--- config.mk ---
export PLATFORM = sky130hd
export DESIGN_NAME = pool_sched
export DESIGN_NICKNAME = d
export VERILOG_FILES = /design/src/rtl/pool_pkg.sv /design/src/rtl/pool_addr_gen.sv /design/src/rtl/pool_sched.sv
export SDC_FILE = /design/constraint.sdc
export NUM_CORES = 1
export LEC_CHECK = 0
export ABC_AREA = 1
export BUFFER_PORTS_ARGS = -buffer_cell sky130_fd_sc_hd__buf_2
export CAP_MARGIN = 30
export CELL_PAD_IN_SITES_DETAIL_PLACEMENT = 0
export CELL_PAD_IN_SITES_GLOBAL_PLACEMENT = 1
export CORE_ASPECT_RATIO = 0.9
export CORE_MARGIN = 2
export CORE_UTILIZATION = 25
export DETAILED_ROUTE_END_ITERATION = 8
export GPL_TIMING_DRIVEN = 0
export HOLD_SLACK_MARGIN = 0.15
export PLACE_DENSITY = 0.6
export SLEW_MARGIN = 0
export SYNTH_ARGS = -nofsm -noshare
export SYNTH_HDL_FRONTEND = slang
export SYNTH_SLANG_ARGS = --single-unit
--- constraint.sdc ---
create_clock -name clk -period 3.4 [get_ports clk]
set_clock_uncertainty 0.1 [all_clocks]
set_input_delay 0.68 -clock clk [delete_from_list [all_inputs] [get_ports clk]]
set_output_delay 0.68 -clock clk [all_outputs]
set_load 0.1 [all_outputs]
--- src/rtl/pool_pkg.sv ---
// Shared types and constants for the 2x2 max-pooling sequencer.
// POOL_SCHED_PERF_EN (see pool_sched) adds a write-stall counter output.
package pool_pkg;

  typedef enum logic [2:0] {
    IDLE,
    READ,
    WAIT_RD,
    POOL,
    WAIT_MAX,
    WRITE,
    DONE
  } state_e;

  localparam logic [3:0] CS_IDLE = 4'h0;
  localparam logic [3:0] SPOOL_1 = 4'h1;

  localparam int unsigned MASK_W = 64;

  // Lane mask with the lowest n bits set; callers truncate to their lane count.
  function automatic logic [MASK_W-1:0] mask(input int unsigned n);
    logic [MASK_W-1:0] m;
    m = '0;
    for (int unsigned i = 0; i < MASK_W; i++) begin
      if (i < n) m[i] = 1'b1;
    end
    return m;
  endfunction

endpackage

--- src/rtl/pool_addr_gen.sv ---
// Channel/row counters and row-address arithmetic for pool_sched.
// Row is the inner loop; the last flag marks the final row of the final channel.
module pool_addr_gen
  import pool_pkg::*;
#(
  parameter int unsigned FM_H   = 28,
  parameter int unsigned CH     = 6,
  parameter int unsigned ADDR_W = 10
) (
  input  logic              clk,
  input  logic              rst,
  input  logic              clr,
  input  logic              adv,
  output logic              last,
  output logic [ADDR_W-1:0] rd_addr_top,
  output logic [ADDR_W-1:0] rd_addr_bot,
  output logic [ADDR_W-1:0] wr_addr
);

  localparam int unsigned ROWS  = FM_H / 2;
  localparam int unsigned ROW_W = (ROWS > 1) ? $clog2(ROWS) : 1;
  localparam int unsigned CH_W  = (CH > 1) ? $clog2(CH) : 1;

  logic [CH_W-1:0]  ch;
  logic [ROW_W-1:0] row;

  logic row_last;
  logic ch_last;

  assign row_last = (row == ROW_W'(ROWS - 1));
  assign ch_last  = (ch == CH_W'(CH - 1));
  assign last     = row_last && ch_last;

  always_ff @(posedge clk or negedge rst) begin
    if (!rst) begin
      ch  <= '0;
      row <= '0;
    end else if (clr) begin
      ch  <= '0;
      row <= '0;
    end else if (adv) begin
      if (row_last) begin
        row <= '0;
        ch  <= ch_last ? '0 : ch + CH_W'(1);
      end else begin
        row <= row + ROW_W'(1);
      end
    end
  end

  assign rd_addr_top = ADDR_W'(32'(ch) * 32'(FM_H) + 32'(row) * 32'd2);
  assign rd_addr_bot = rd_addr_top + ADDR_W'(1);
  assign wr_addr     = ADDR_W'(32'(ch) * 32'(ROWS) + 32'(row));

endmodule

--- src/rtl/pool_sched.sv ---
// Row sequencer for the 2x2 max-pooling lane array: read pair, pool, write.
// Optional macro POOL_SCHED_PERF_EN adds stall_cnt (WRITE cycles without wr_ready).
module pool_sched
  import pool_pkg::*;
#(
  parameter int unsigned FM_W    = 28,
  parameter int unsigned FM_H    = 28,
  parameter int unsigned CH      = 6,
  parameter int unsigned MAX_NUM = 16,
  parameter int unsigned MAX_LAT = 1,
  parameter int unsigned RD_LAT  = 1,
  parameter int unsigned ADDR_W  = 10
) (
  input  logic               clk,
  input  logic               rst,
  input  logic               start,
  output logic               busy,
  output logic               done,
  output logic               rd_en,
  output logic [ADDR_W-1:0]  rd_addr_top,
  output logic [ADDR_W-1:0]  rd_addr_bot,
  output logic [3:0]         cs,
  output logic [MAX_NUM-1:0] max_en,
  output logic               wr_en,
  output logic [ADDR_W-1:0]  wr_addr,
  input  logic               wr_ready
`ifdef POOL_SCHED_PERF_EN
  ,
  output logic [31:0]        stall_cnt
`endif
);

  if ((FM_W % 2) != 0 || (FM_W / 2) > MAX_NUM || MAX_NUM > MASK_W || FM_H < 2 ||
      CH < 1 || RD_LAT < 1 || MAX_LAT < 1 ||
      (64'(CH) * 64'(FM_H)) > (64'd1 << ADDR_W)) begin : g_param_check
    $error("pool_sched: illegal parameter combination");
  end

  localparam int unsigned LAT_MAX = (RD_LAT > MAX_LAT) ? RD_LAT : MAX_LAT;
  localparam int unsigned LAT_W   = $clog2(LAT_MAX + 1);
  localparam logic [MAX_NUM-1:0] LANE_MASK = MAX_NUM'(mask(FM_W / 2));

  state_e           state;
  logic [LAT_W-1:0] lat_cnt;

  logic              accept;
  logic              adv;
  logic              last_row;
  logic [ADDR_W-1:0] ag_top;
  logic [ADDR_W-1:0] ag_bot;
  logic [ADDR_W-1:0] ag_wr;

  assign accept = (state == IDLE) && start;
  assign adv    = (state == WRITE) && wr_ready;

  pool_addr_gen #(
    .FM_H  (FM_H),
    .CH    (CH),
    .ADDR_W(ADDR_W)
  ) u_addr_gen (
    .clk        (clk),
    .rst        (rst),
    .clr        (accept),
    .adv        (adv),
    .last       (last_row),
    .rd_addr_top(ag_top),
    .rd_addr_bot(ag_bot),
    .wr_addr    (ag_wr)
  );

  // Addresses are qualified by their strobes so every output idles at zero.
  assign rd_addr_top = rd_en ? ag_top : '0;
  assign rd_addr_bot = rd_en ? ag_bot : '0;
  assign wr_addr     = wr_en ? ag_wr : '0;

  always_ff @(posedge clk or negedge rst) begin
    if (!rst) begin
      state   <= IDLE;
      lat_cnt <= '0;
      busy    <= 1'b0;
      done    <= 1'b0;
      rd_en   <= 1'b0;
      cs      <= CS_IDLE;
      max_en  <= '0;
      wr_en   <= 1'b0;
    end else begin
      case (state)
        IDLE: begin
          if (start) begin
            state <= READ;
            busy  <= 1'b1;
            cs    <= SPOOL_1;
            rd_en <= 1'b1;
          end
        end
        READ: begin
          rd_en   <= 1'b0;
          lat_cnt <= LAT_W'(RD_LAT - 1);
          state   <= WAIT_RD;
        end
        WAIT_RD: begin
          if (lat_cnt == '0) begin
            state  <= POOL;
            max_en <= LANE_MASK;
          end else begin
            lat_cnt <= lat_cnt - LAT_W'(1);
          end
        end
        POOL: begin
          max_en  <= '0;
          lat_cnt <= LAT_W'(MAX_LAT - 1);
          state   <= WAIT_MAX;
        end
        WAIT_MAX: begin
          if (lat_cnt == '0) begin
            state <= WRITE;
            wr_en <= 1'b1;
          end else begin
            lat_cnt <= lat_cnt - LAT_W'(1);
          end
        end
        WRITE: begin
          if (wr_ready) begin
            wr_en <= 1'b0;
            if (last_row) begin
              state <= DONE;
              done  <= 1'b1;
            end else begin
              state <= READ;
              rd_en <= 1'b1;
            end
          end
        end
        DONE: begin
          done  <= 1'b0;
          busy  <= 1'b0;
          cs    <= CS_IDLE;
          state <= IDLE;
        end
        default: begin
          state  <= IDLE;
          busy   <= 1'b0;
          done   <= 1'b0;
          rd_en  <= 1'b0;
          cs     <= CS_IDLE;
          max_en <= '0;
          wr_en  <= 1'b0;
        end
      endcase
    end
  end

`ifdef POOL_SCHED_PERF_EN
  always_ff @(posedge clk or negedge rst) begin
    if (!rst) begin
      stall_cnt <= '0;
    end else if (accept) begin
      stall_cnt <= '0;
    end else if (state == WRITE && !wr_ready && stall_cnt != '1) begin
      stall_cnt <= stall_cnt + 32'd1;
    end
  end
`endif

endmodule

==> summary.txt, run 1 <==
Worst setup path
  – Crit Path Category: register to output pin
  – Worst Path Max Fanout: 4
  – CP Data Required Time: 2.62 ns
  – Critical path startpoint: u_addr_gen.ch[2]
  – Number of cells on the worst reg-to-reg path: 9
  – Critical Path Start Type: register
  – Slowest stage cell, crit path: fa_2
  – CP max stage delay: 0.58 ns
  – Critical path arrival: 2.84 ns
  – Reg2reg start: u_addr_gen.ch[1]
  – Reg2reg end: state[2]
  – CP cell instances: fa_1 > ha_2 > inv_2 > fa_2 > inv_2 > nand2_2 > o21ai_4 > xnor2_2 > nor2_4 > buf_12 > buf_12
  – Buffers & Inverters on Critical Path: 4
  – Worst Setup End Kind: output pin
  – Top delay family on crit path: adder cells
  – FF-to-FF setup slack: 1.70 ns

Floorplan
  – Core Region: 5790 µm²
  – Io pins: 58
  – Die Ht: 78.0 µm
  – Initial core utilization: 26.3%
  – Row Count: 26
  – Full die area: 6720 µm²
  – Die width: 86.2 µm

CTS
  – CTS root buf: clkbuf_8
  – Clock Latency Late Sink: 0.25 ns
  – CTS Hold Buffers Added: 0
  – CTS Buf Count: 3
  – H-tree depth: 1
  – Clock Path Buffers: 2
  – CTS Sinks: 15
  – CTS clk-pin slew, worst paths: 0.07 ns
  – CTS tree: done

Place
  – DP Worst Slack: -0.254 ns
  – Placer congestion estimate: 0.776
  – DPL Wire Length: 2.75 mm
  – Area after DPL: 2050 µm²
  – Number of I/O port buffers: 47
  – Placed Cells: 334

Drt
  – Final ANT Viol Nets: 0
  – Residual DRC count: 0
  – Initial drt markers: 48
  – TritonRoute pass-1 iters: 5
  – Wire length per cell: 10.4 µm
  – Via count: 1408
  – Routed vias/inst: 4.06
  – Post-Route WL: 3.60 mm

STA
  – Max Fclk: 276 MHz
  – Final setup margin: -0.219 ns
  – Fin. Hold Viols: 0
  – RSZ-0062 raised after global routing: yes
  – Max Slew Vio Count: 0
  – Period utilisation layout: 106%
  – Tmin final: 3.62 ns
  – Final setup fails: 12

Logic synthesis
  – Library cells used by synthesis: 26
  – Area leader, netlist: dfrtp_1
  – Dominant cells by area after synthesis: dfrtp_1 (25%), buf_4 (16%), nand2_1 (10%), ha_1 (7.4%), inv_1 (6.7%)
  – Ys Warns: 0
  – Mapped Cells: 208
  – Mapped cell area: 1520 µm²
  – Synth Area per Inst: 7.31 µm²
  – Post-synth top area share: 24.7%
  – Post-synthesis sequential area ratio: 24.7%
  – Synth Register Bits: 15

GRT
  – Vias in the first global route: 1256
  – First-pass GRT wire length: 5.96 mm
  – Remaining Overflow, GRT: 0
  – Largest net degree at the start of global routing: 16
  – Initial antenna violation count: 0
  – GRT Total Usage: 11.0%

Layout
  – Post-layout nets: 295
  – Layout Cells excl Fill: 347
  – Cell area after layout: 2390 µm²
  – Layout cells sized above 1: 46.9%
  – Area grow syn2layout: 57.3%
  – Multi-input gate area: 963 µm²
  – Seq. cell area: 379 µm²
  – Filler cells: 599
  – Diode count: 0

Run status
  – Failing checks: setup timing
  – Outcome: finished, violations left

Job
  – Max_cap viols: 0

Min path
  – HP Class: primary input to asynchronous set/reset pin
sequential cells by signal (all words and copies together) (netlist names):
register and flops:
state 3, u_addr_gen.row 4, busy 1, wr_en 1, done 1, rd_en 1, u_addr_gen.ch 3, max_en 1
metrics by stage:
step,setup TNS [ns],utilization (%),hold slack (ns)
final,-1.56,41.3,0.236
after global routing,-3.15,41.3,0.250
after CTS,-1.32,40.6,0.249
after detailed placement,-1.43,35.4,0.367
after global placement,-1.40,35.4,0.364
after floorplan,-1.54,-,0.284
what timing repair did:
action / CTS / global route
setup endpoints to repair: 13 / 13
gates resized for setup: 53 / 5
setup buffers: 6 / 3
pin swaps: 7 / 1
gates cloned: 0 / 0
cell usage after synthesis (all sizes together):
library cell	n
nor3	2
xnor2	3
dfrtp	15
conb	1
buf	34
ha	9
o211ai	1
nand3	21
inv	28
xor2	2
o21ai	8
nand4	4
nand2	43
o21a	1
nor2	24
clkbuf	1
fa	4
nand3b	1
a21oi	6
final cells by class:
| type | instances | area share [%] |
|---|---|---|
| multi-input cells | 139 | 40.3 |
| repair buffers | 56 | 20.6 |
| flip-flops and latches | 15 | 15.9 |
| plain buffers | 35 | 13.2 |
| inverters | 28 | 4.50 |
| well taps | 70 | 3.66 |
| clock buffers | 4 | 1.88 |
per-layer routing:
metal	GRT usage, %	up-vias	share of wire [%]
met5	0	-	0
met4	1.88	0	0
met3	2.87	0	5.3
met2	18.4	44	46
met1	14.5	611	49
li1	-	753	-
worst max-delay path by stage:
stage | end | slack, ns | cells past startpoint
after floorplan | rd_addr_top[4] | -0.30 | 6
after global routing | rd_addr_top[6] | -0.36 | 11
after CTS | rd_addr_top[6] | -0.22 | 11
after global placement | rd_addr_top[8] | -0.26 | 11
final | rd_addr_top[6] | -0.22 | 11
after detailed placement | rd_addr_top[8] | -0.25 | 11
placed cells by master (no fill, tap or decap), types with 2 or more instances in the layout:
master     n
nor2_2     4
nand3_1   18
nor2_4    10
nand2_1   38
dfrtp_2    3
clkbuf_8   4
ha_1       7
conb_1    10
nand2_2    5
fa_1       3
buf_4     35
o21ai_0    7
nand4_1    4
buf_12    15
dfrtp_1   12
a21oi_1    6
nand3_2    2
inv_2      2
buf_6      3
nor2_1    10
buf_2     35
inv_1     25
kinds of logic (layout without fill, tap and decap cells):
family	after synthesis	count (layout)	share of synthesized area [%]
simple gates	95	95	29.3
buf+inv	63	123	24.6
compound gates	16	16	5.60
flops	15	15	24.7
fa+ha+maj	13	13	12.7
xor+xnor	5	5	2.88
other cells	1	10	0.247
Power of run 1 is left out: the tool's default activity adds up to more than one toggle a clock period on the data nets, which glitch-free logic cannot reach.
==> inputs of run 2 (changes only) <==
--- a/config.mk
+++ b/config.mk
@@ -17,6 +17,7 @@
 export GPL_TIMING_DRIVEN = 0
 export HOLD_SLACK_MARGIN = 0.15
 export PLACE_DENSITY = 0.6
+export SETUP_SLACK_MARGIN = 0.15
 export SLEW_MARGIN = 0
 export SYNTH_ARGS = -nofsm -noshare
 export SYNTH_HDL_FRONTEND = slang
==> run 2 against run 1 <==
Net effect:
- the flow still finishes with violations (setup timing)
- critical path type unchanged
- first-iteration DRC count up 27%
- register-to-register slack better by 0.08 ns
- cell count increased by 0.29%
- critical endpoint unchanged
- sequential cell count unchanged
==> summary.txt, run 2 (synthesized netlist as in run 1, its figures left out) <==
Worst setup path
  – Buffers & Inverters on Critical Path: 4 (unchanged)
  – Critical Path Start Type: register
  – CP max stage delay: 0.58 ns (about the same)
  – CP Data Required Time: 2.62 ns (about the same)
  – Number of cells on the worst reg-to-reg path: 9 (unchanged)
  – Reg2reg start: u_addr_gen.ch[1]
  – Worst Path Max Fanout: 4 (unchanged)
  – Crit Path Category: register to output pin
  – CP cell instances: fa_1 > ha_4 > inv_2 > fa_2 > inv_2 > nand2_2 > o21ai_4 > xnor2_2 > nor2_4 > buf_12 > buf_12
  – FF-to-FF setup slack: 1.78 ns (+0.08 ns)
  – Critical path arrival: 2.77 ns (-0.07 ns)
  – Worst Setup End Kind: output pin
  – Slowest stage cell, crit path: fa_1
  – Reg2reg end: state[2]
  – Top delay family on crit path: adder cells

STA
  – Tmin final: 3.55 ns (-0.0740 ns)
  – Max Slew Vio Count: 0 (unchanged)
  – Fin. Hold Viols: 0 (unchanged)
  – Period utilisation layout: 104% (-2.2 points)
  – Final setup margin: -0.145 ns (+0.0740 ns)
  – Max Fclk: 282 MHz (+2.1%)
  – RSZ-0062 raised after global routing: yes
  – Final setup fails: 11 (-1)

Place
  – Number of I/O port buffers: 47 (unchanged)
  – Placer congestion estimate: 0.779 (+0.41%)
  – DPL Wire Length: 2.69 mm (-2.1%)
  – Area after DPL: 2110 µm² (+2.9%)

CTS
  – CTS Buf Count: 3 (unchanged)
  – CTS Sinks: 15 (unchanged)
  – Clock Latency Late Sink: 0.25 ns (about the same)
  – CTS clk-pin slew, worst paths: 0.06 ns (about the same)
  – Clock Path Buffers: 2 (unchanged)
  – H-tree depth: 1 (unchanged)
  – CTS Hold Buffers Added: 0 (unchanged)
  – CTS root buf: clkbuf_8
  – CTS tree: done

Drt
  – Initial drt markers: 61 (+27%)
  – Final ANT Viol Nets: 0 (unchanged)
  – Residual DRC count: 0 (unchanged)
  – Routed vias/inst: 4.00 (-1.3%)
  – Post-Route WL: 3.56 mm (-1.0%)
  – TritonRoute pass-1 iters: 4 (-1)
  – Wire length per cell: 10.2 µm (-1.3%)
  – Via count: 1393 (-1.1%)

GRT
  – Initial antenna violation count: 0 (unchanged)
  – Vias in the first global route: 1251 (-0.40%)
  – Remaining Overflow, GRT: 0 (unchanged)
  – First-pass GRT wire length: 5.90 mm (-1.0%)
  – Largest net degree at the start of global routing: 16 (unchanged)
  – GRT Total Usage: 10.8% (-0.16 points)

Floorplan
  – Initial core utilization: 26.3% (unchanged)
  – Full die area: 6720 µm² (unchanged)
  – Core Region: 5790 µm² (unchanged)
  – Row Count: 26 (unchanged)
  – Io pins: 58 (unchanged)
  – Die width: 86.2 µm (unchanged)
  – Die Ht: 78.0 µm (unchanged)

Layout
  – Post-layout nets: 296 (+0.34%)
  – Layout cells sized above 1: 48.6% (+1.6 points)
  – Post-layout util: 42.9% (+1.6 points)
  – Max reg flops: 4 (unchanged)
  – Most frequent cells in the layout: nand2_1 (37), buf_4 (35), buf_2 (32)
  – Area grow syn2layout: 63.5%
  – Filler cells: 578 (-3.5%)
  – Diode count: 0 (unchanged)
  – Biggest register: u_addr_gen.row
  – Cell area after layout: 2480 µm² (+3.9%)
  – Most common cell after layout, fill and taps aside: nand2_1
  – Top Registers: u_addr_gen.row: 4 flops, state: 3 flops, u_addr_gen.ch: 3 flops

Run status
  – Outcome: finished, violations left
  – Failing checks: setup timing

Min path
  – HP Class: primary input to asynchronous set/reset pin

Job
  – Max_cap viols: 0 (unchanged)
[run 2: cell types whose count changed in the layout (fill, tap and decap cells not counted), sizes merged]
cell,delta
buf,+1
[run 2: how the worst max path moves through the flow]
stage | startpoint | endpoint | slack, ns | depth (start not counted)
2_1_floorplan | u_addr_gen.ch[0] | rd_addr_top[8] | -0.27 | 10
3_3_place_gp | u_addr_gen.ch[0] | rd_addr_top[8] | -0.21 | 11
3_5_place_dp | u_addr_gen.ch[0] | rd_addr_top[8] | -0.24 | 11
4_1_cts | u_addr_gen.ch[2] | rd_addr_top[8] | -0.16 | 11
5_1_grt | u_addr_gen.ch[2] | rd_addr_top[6] | -0.28 | 11
6_report | u_addr_gen.ch[2] | rd_addr_top[6] | -0.15 | 11
[run 2: layout make-up]
type                    instances  area, µm²  share of cell area (%)
plain buffers                  35        329                    13.2
clock buffers                   4       45.0                    1.81
inverters                      28        108                    4.33
multi-input cells             139       1010                    40.6
flip-flops and latches         15        379                    15.3
well taps                      70       87.6                    3.52
repair buffers                 57        527                    21.2
[run 2: what timing repair did]
action	in CTS	in global routing
gates resized for setup	61	6
pin swaps	9	5
buffers inserted	9	1
setup endpoints to repair	15	16
[run 2: stage by stage]
step           instances  hold WS [ns]  TNS, ns  setup WS, ns
2_1_floorplan        217         0.284    -1.48        -0.265
3_3_place_gp         334         0.364    -1.11        -0.215
3_5_place_dp         334         0.367    -1.28        -0.236
4_1_cts              347         0.246   -0.965        -0.161
5_1_grt              348         0.255    -2.07        -0.275
6_report             348         0.242   -0.844        -0.145
[run 2: layer usage]
metal  global-route usage [%]  wire [µm]  up-vias
met2                     17.3       1590       45
li1                         -          -      753
met4                     2.81         28        0
met1                     15.0       1730      593
met3                     2.13        211        2
met5                        0          0        -
Power of run 2 is left out for the same reason.
==> inputs of run 3 (changes only) <==
--- a/config.mk
+++ b/config.mk
@@ -18,6 +18,7 @@
 export HOLD_SLACK_MARGIN = 0.15
 export PLACE_DENSITY = 0.6
 export SETUP_SLACK_MARGIN = 0.15
+export SKIP_CTS_REPAIR_TIMING = 1
 export SLEW_MARGIN = 0
 export SYNTH_ARGS = -nofsm -noshare
 export SYNTH_HDL_FRONTEND = slang
==> run 3 against run 2 <==
Net effect:
- the flow still finishes with violations (setup timing)
- worst hold slack better by 0.0013 ns
- cell count unchanged
- clock-buffer cell count did not move
- sequential share of layout area decreased by 0.22 points
- sequential cell count unchanged
- final area grew 1.5%
- utilization rose by 0.63 points
- highest routed layer unchanged
==> summary.txt, run 3 (synthesized netlist as in run 1, its figures left out) <==
Worst setup path
  – CP max stage delay: 0.52 ns (-0.06 ns)
  – Critical path arrival: 2.83 ns (+0.06 ns)
  – Worst Path Max Fanout: 4 (unchanged)
  – Worst Setup End Kind: output pin
  – CP Data Required Time: 2.62 ns (about the same)
  – Top delay family on crit path: adder cells
  – Slowest stage cell, crit path: fa_1
  – Most used cell, CP: buf_12
  – Critical Path Start Type: register
  – CP cell instances: fa_1 > ha_4 > inv_2 > fa_2 > inv_4 > nand2_2 > o21ai_4 > nand3_4 > nor2_4 > buf_12 > buf_12
  – Buffers & Inverters on Critical Path: 4 (unchanged)
  – Crit Path Category: register to output pin

STA
  – Tmin final: 3.61 ns (+0.0691 ns)
  – Final hold slack: 0.243 ns (+0.00135 ns)
  – Period utilisation layout: 106% (+2.0 points)
  – Final setup margin: -0.214 ns (-0.0691 ns)
  – Max Slew Vio Count: 0 (unchanged)
  – Max Fclk: 277 MHz (-1.9%)
  – Final setup fails: 9 (-2)
  – RSZ-0062 raised after global routing: yes
  – Fin. Hold Viols: 0 (unchanged)

Layout
  – Area grow syn2layout: 65.8%
  – Most common cell after layout, fill and taps aside: nand2_1
  – Layout Cells excl Fill: 348 (unchanged)
  – Post-layout nets: 296 (unchanged)
  – Max reg flops: 4 (unchanged)
  – Filler cells: 566 (-2.1%)
  – Post-layout util: 43.5% (+0.63 points)
  – Layout cells sized above 1: 48.9% (+0.36 points)
  – Diode count: 0 (unchanged)
  – Top Registers: u_addr_gen.row: 4 flops, state: 3 flops, u_addr_gen.ch: 3 flops
  – Biggest register: u_addr_gen.row
  – Most frequent cells in the layout: nand2_1 (37), buf_4 (36), buf_2 (32)

Job
  – Max_cap viols: 0 (unchanged)

CTS
  – CTS Sinks: 15 (unchanged)
  – H-tree depth: 1 (unchanged)
  – Clock Latency Late Sink: 0.25 ns (about the same)
  – CTS Buf Count: 3 (unchanged)
  – CTS root buf: clkbuf_8
  – CTS clk-pin slew, worst paths: 0.06 ns (about the same)
  – Clock Path Buffers: 2 (unchanged)
  – CTS tree: done

Floorplan
  – Row Count: 26 (unchanged)
  – Core Region: 5790 µm² (unchanged)
  – Io pins: 58 (unchanged)
  – Die width: 86.2 µm (unchanged)
  – Die Ht: 78.0 µm (unchanged)
  – Full die area: 6720 µm² (unchanged)
  – Initial core utilization: 26.3% (unchanged)

Run status
  – Failing checks: setup timing
  – Outcome: finished, violations left

Drt
  – Initial drt markers: 59 (-3.3%)
  – Final ANT Viol Nets: 0 (unchanged)
  – Wire length per cell: 10.3 µm (+0.65%)
  – Residual DRC count: 0 (unchanged)
  – Routed vias/inst: 4.09 (+2.3%)
  – TritonRoute pass-1 iters: 4 (unchanged)
  – Post-Route WL: 3.58 mm (+0.65%)
  – Via count: 1425 (+2.3%)

GRT
  – Met3 usage: 2.13% (unchanged)
  – Busiest layer in global routing: met2
  – Initial antenna violation count: 0 (unchanged)
  – Vias in the first global route: 1162 (-7.1%)
  – Met1 Use GR: 14.1% (-0.86 points)
  – GRT Total Usage: 9.91% (-0.93 points)
  – M2 GR Usage: 15.0% (-2.2 points)
  – Largest net degree at the start of global routing: 16 (unchanged)
  – Remaining Overflow, GRT: 0 (unchanged)
  – First-pass GRT wire length: 5.42 mm (-8.1%)

Place
  – DPL Wire Length: 2.69 mm (unchanged)
  – Number of I/O port buffers: 47 (unchanged)
  – Placer congestion estimate: 0.779 (unchanged)
  – Placed Cells: 334 (unchanged)
  – DP Worst Slack: -0.236 ns (unchanged)

Min path
  – HP Class: primary input to asynchronous set/reset pin
[run 3: cell type report]
type                    count  area, µm²  share of cell area, %
repair buffers             57        537                   21.3
well taps                  70       87.6                   3.47
inverters                  28        110                   4.37
clock buffers               4       45.0                   1.79
multi-input cells         139       1030                   41.0
flip-flops and latches     15        379                   15.0
plain buffers              35        329                   13.1
[run 3: worst paths after layout]
check,from,to,slack [ns],depth (start not counted)
setup reg to reg,u_addr_gen.ch[0],state[2],1.85,8
setup / recovery,u_addr_gen.ch[1],rd_addr_top[8],-0.21,11
max in group asynchronous,rst,u_addr_gen.ch[1],2.66,1
min in group clk,done,done,0.38,2
hold / removal,rst,state[0],0.24,1
hold reg to reg,done,done,0.38,2
[run 3: layer usage]
layer / vias up / wire length [µm]
met5: - / 0
met4: 0 / 27
met3: 2 / 191
met2: 43 / 1610
met1: 626 / 1750
li1: 754 / -
[run 3: stage by stage]
stage          instance area [µm²]  setup TNS (ns)
6_report                      2520           -1.21
3_5_place_dp                  2110           -1.28
5_1_grt                       2520           -2.08
4_1_cts                       2150           -4.52
3_3_place_gp                  2110           -1.11
2_1_floorplan                 1780           -1.48
Power of run 3 is left out for the same reason.
